==> config.mk <==
export PLATFORM = sky130hd
export DESIGN_NAME = int_record_deserializer
export DESIGN_NICKNAME = d
export VERILOG_FILES = /design/src/rtl/int_record_deserializer.sv
export SDC_FILE = /design/constraint.sdc
export NUM_CORES = 1
export LEC_CHECK = 0
export CORE_UTILIZATION = 52
export DETAILED_ROUTE_END_ITERATION = 12
export PLACE_DENSITY = 0.84
export SLEW_MARGIN = 20
export SYNTH_ARGS = -nofsm -noshare
export SYNTH_HDL_FRONTEND = slang
export SYNTH_SLANG_ARGS = --single-unit
==> constraint.sdc <==
create_clock -name clk -period 6.45 [get_ports clk]
set_input_delay 1.29 -clock clk [delete_from_list [all_inputs] [get_ports clk]]
set_output_delay 1.29 -clock clk [all_outputs]
set_load 0.01 [all_outputs]
==> src/rtl/int_record_deserializer.sv <==
// int_record_deserializer
// Rebuilds records of NUM_FIELDS signed integer fields from a byte-serial,
// start-of-record framed stream. Byte k of a record lands at m_data[8k +: 8],
// so each field is little-endian and field 0 occupies the low bits.
// A single-entry output register holds the finished record. While that record
// waits for the consumer, s_ready is held low to push back on the byte stream.
// All handshake outputs are registered. No input reaches an output through
// combinational logic only.

module int_record_deserializer #(
    parameter int NUM_FIELDS = 3,
    parameter int FIELD_W    = 32,
    parameter int CNT_W      = 16
) (
    input  logic                          clk,
    input  logic                          rst,
    input  logic [7:0]                    s_data,
    input  logic                          s_valid,
    input  logic                          s_sop,
    output logic                          s_ready,
    output logic [NUM_FIELDS*FIELD_W-1:0] m_data,
    output logic                          m_valid,
    input  logic                          m_ready,
    output logic                          err_frame,
    output logic [CNT_W-1:0]              rec_count
);

    localparam int REC_W     = NUM_FIELDS * FIELD_W;
    localparam int NUM_BYTES = REC_W / 8;
    localparam int IDX_W     = (NUM_BYTES > 1) ? $clog2(NUM_BYTES) : 1;
    localparam logic [IDX_W-1:0] LAST_IDX = IDX_W'(NUM_BYTES - 1);

    typedef enum logic [1:0] {
        ST_IDLE,
        ST_COLLECT,
        ST_HOLD
    } state_t;

    state_t             state_reg;
    logic [IDX_W-1:0]   idx_reg;
    logic               s_ready_reg;
    logic               m_valid_reg;
    logic               err_frame_reg;
    logic [CNT_W-1:0]   rec_count_reg;

    // Per-byte decode of the incoming stream
    logic               accept;
    logic               wr_en;
    logic [IDX_W-1:0]   wr_idx;
    logic               rec_done;
    logic               frame_err;

    // Decode the accepted byte: where it goes, whether it finishes a record,
    // and whether it breaks framing. A byte with s_sop always restarts at
    // lane 0. A byte without s_sop is only kept when a record is already open.
    always_comb begin
        accept    = s_valid && s_ready_reg;
        wr_en     = accept && (s_sop || (state_reg == ST_COLLECT));
        wr_idx    = s_sop ? '0 : idx_reg;
        rec_done  = wr_en && (wr_idx == LAST_IDX);
        frame_err = accept && (((state_reg == ST_IDLE) && !s_sop) ||
                               ((state_reg == ST_COLLECT) && s_sop));
    end

    // Control FSM. It owns every registered handshake output and the
    // delivered-record counter.
    always_ff @(posedge clk) begin
        if (rst) begin
            state_reg     <= ST_IDLE;
            idx_reg       <= '0;
            s_ready_reg   <= 1'b0;
            m_valid_reg   <= 1'b0;
            err_frame_reg <= 1'b0;
            rec_count_reg <= '0;
        end else begin
            // err_frame is a single-cycle pulse per offending byte
            err_frame_reg <= frame_err;
            case (state_reg)
                ST_IDLE, ST_COLLECT: begin
                    s_ready_reg <= 1'b1;
                    if (rec_done) begin
                        state_reg   <= ST_HOLD;
                        s_ready_reg <= 1'b0;
                        m_valid_reg <= 1'b1;
                        idx_reg     <= '0;
                    end else if (wr_en) begin
                        state_reg <= ST_COLLECT;
                        idx_reg   <= wr_idx + IDX_W'(1);
                    end
                end
                ST_HOLD: begin
                    // m_valid is high for the whole of HOLD, so m_ready
                    // alone completes the handshake here
                    if (m_ready) begin
                        state_reg     <= ST_IDLE;
                        m_valid_reg   <= 1'b0;
                        s_ready_reg   <= 1'b1;
                        rec_count_reg <= rec_count_reg + CNT_W'(1);
                    end
                end
                default: begin
                    state_reg   <= ST_IDLE;
                    s_ready_reg <= 1'b0;
                    m_valid_reg <= 1'b0;
                end
            endcase
        end
    end

    // One byte-lane register per record byte. A lane changes only when its
    // index is written, so bytes that are not written keep their old value.
    genvar gi;
    generate
        for (gi = 0; gi < NUM_BYTES; gi++) begin : g_lane
            logic [7:0] lane_reg;

            // Capture the stream byte when this lane is addressed
            always_ff @(posedge clk) begin
                if (rst) begin
                    lane_reg <= 8'h00;
                end else if (wr_en && (wr_idx == IDX_W'(gi))) begin
                    lane_reg <= s_data;
                end
            end

            assign m_data[8*gi +: 8] = lane_reg;
        end
    endgenerate

    assign s_ready   = s_ready_reg;
    assign m_valid   = m_valid_reg;
    assign err_frame = err_frame_reg;
    assign rec_count = rec_count_reg;

endmodule

==> results.toml <==
[finish]
diodes = 0
area_growth_pct = 39.8
final_common_cell = "clkdlybuf4s50_1"
drive_gt1_share_pct = 8.94
largest_reg_flops = 96
fin_cells = 712
final_cell_mix = "126 x clkdlybuf4s50_1, 121 x dfxtp_1, 113 x nor2_1, 98 x mux2i_1, 16 x clkbuf_16"
fin_nets = 609

[critical_path]
setup.reg_to_reg.worst_slack_ns = 4.02
reg2reg_depth = 7
cp_max_fo = 21
critical-path-max-stage-delay_ns = 0.50
crit_arrival_ns = 3.85
r2r_end = "g_lane[11].lane_reg[2]"
path_cells = "clkdlybuf4s50_1 -> buf_4 -> nor2b_1 -> ha_1 -> nor4bb_1 -> o211ai_1 -> buf_4 -> mux2i_1 -> nor2_1"
critPathCaptureType = "register"
crit_slowest_cell = "nor4bb_1"
cpMostUsedCell = "buf_4"
start_kind = "input pin"
timing.rr.start = "idx_reg[0]"
worstSetupPathType = "input pin to register"
critPathRequiredTime_ns = 6.83

[floorplan]
dieArea_sq_um = 9610
rows = 34
io_pins = 128
chipHeight_microns = 98.0
die_w_microns = 98.0
start_util_pct = 54.5
coreArea_sq_um = 8810

[timing]
report.final.slew_viol_count = 0
tightest_slew_ns = 0.769
fin_tns_setup_ns = 0
hold_viol = 0
whs_ns = 0.484
fin_crit_sh_pct = 53.9
skew_ns = 0.00967
clock.fmax_mhz = 288
setup_viol = 0
rsz0062_at_grt = "no"
min_period_ns = 3.48
slew_headroom_pct = 48.3

[clocking]
clk_path_buf_depth = 2
clock_latency_ns = 0.51
clk_pin_slew_ns = 0.06
cts_tree = "built"
cts_setup_buffers = 0
cts_root_buf = "clkbuf_8"
ctsResizeCount = 0
hold_buffers = 0
cts_sinks = 121
htree_levels = 4
numCtsBuffers = 17

[outcome]
status = "finished with violations"
violations = "DRC"

[routing]
vias = 3831
first_pass_iters = 10
totalWireLength_microns = 12300
drt-vias-per-instance = 5.38
drt_iter0_drc = 137
detail_route.wl_per_cell_microns = 17.3
ant_nets = 0
drc = 5

[pwr]
total_power_w = 0.00175
power_leakage_nw = 2.61
ir_drop_mv = 0.199
power.density_nw_per_um2 = 261

[placed_design]
io_buffers = 127
gp_congestion = 0.820
dp_hpwl_microns = 7860
dp.cells = 679

[logic_synthesis]
ys_ff_latch = 121
synth_enable_flop_cells = 0
netlist_area_sq_um = 4800
ys_async_sr_fraction_pct = 0
postSynthCellCount = 472
syn_nets = 490
seq_area_frac_synth_pct = 50.5
synth_ff_type = "dfxtp_1"
yosys_warnings = 0
yosysUniqueCellTypes = 41
avgSynthCellArea_sq_um = 10.2

[grt]
track_usage_pct = 26.8
grt_overflow = 0
grt_pass1_vias = 3884
grt_antenna_before_repair = 0
grt_pass1_wl_microns = 20100
grt_max_degree = 62

[min_path]
whs_endpoint = "rec_count[15]"
hp-class = "register to register"
hold_depth = 2
hp-start = "rec_count[15]"

[flow_run]
maxCapViolCount = 0
==> worst max-delay path: cells and delay by family <==
kind	cells	cell delay, ns
buf+inv	3	0.90
simple gates	3	0.82
fa+ha+maj	1	0.34
compound gates	1	0.32
mux	1	0.16
==> routing by layer <==
metal / part of all wire, % / vias to the layer above / global-route usage (%) / wire length, microns
met2: 49 / 141 / 44.7 / 6080
met1: 39 / 1824 / 31.1 / 4860
met3: 9.4 / 19 / 10.2 / 1160
met5: 0 / - / 0 / 0
li1: - / 1847 / - / -
met4: 1.8 / 0 / 10.3 / 224
==> area by class of cell <==
class / count / area (sq um)
multi-input cells: 315 / 2250
fillers: 577 / 2100
well taps: 108 / 135
clock inverters: 11 / 146
flip-flops and latches: 121 / 2420
clock buffers: 21 / 439
inverters: 6 / 22.5
repair buffers: 130 / 1290
==> synthesized netlist by cell type, types with 5 or more instances <==
master,number,area (sq um)
dfxtp_1,121,2420
nor2_1,113,424
mux2i_1,98,981
clkbuf_1,26,97.6
a21oi_1,12,60.1
nand2_1,11,41.3
o21ai_0,10,50.1
inv_1,6,22.5
nand3_1,6,30.0
nor4_4,6,128
ha_1,5,62.6
xor2_1,5,43.8
==> worst max path at each step <==
| stage | start | end | depth (start not counted) |
|---|---|---|---|
| after floorplan | s_sop | g_lane[11].lane_reg[0] | 8 |
| after CTS | s_sop | g_lane[11].lane_reg[0] | 8 |
| after global placement | s_sop | g_lane[11].lane_reg[5] | 8 |
| final | s_sop | g_lane[11].lane_reg[2] | 9 |
| after global routing | s_sop | g_lane[11].lane_reg[1] | 9 |
| after detailed placement | s_sop | g_lane[11].lane_reg[0] | 8 |
==> cell families (layout without fill, tap and decap cells) <==
| kind of cell | after synthesis | after routing | synth area share [%] |
|---|---|---|---|
| and+or+nand+nor | 172 | 172 | 18.8 |
| DFF | 121 | 121 | 50.5 |
| muxes | 98 | 98 | 20.4 |
| buffers and inverters | 36 | 168 | 2.92 |
| AOI/OAI and AO/OA | 31 | 31 | 4.36 |
| xor gates and xnor gates | 9 | 9 | 1.64 |
| adders and majority gates | 5 | 5 | 1.30 |
==> per-stage QoR <==
step | utilization (%) | worst slack (ns) | instance area (sq um)
after floorplan | - | 3.39 | 4800
after global placement | 69.3 | 2.57 | 6100
after detailed placement | 69.3 | 2.43 | 6100
after CTS | 76.0 | 2.90 | 6690
after global routing | 76.2 | 2.70 | 6710
final | 76.2 | 2.97 | 6710
==> where the power goes <==
part,internal (W),switching (W),total [W]
clock,0.000599,0.000339,0.000937
combinational,0.0000194,0.0000401,0.0000596
sequential,0.000751,0.00000340,0.000755
No activity file was read; power rests on OpenSTA's default activity.
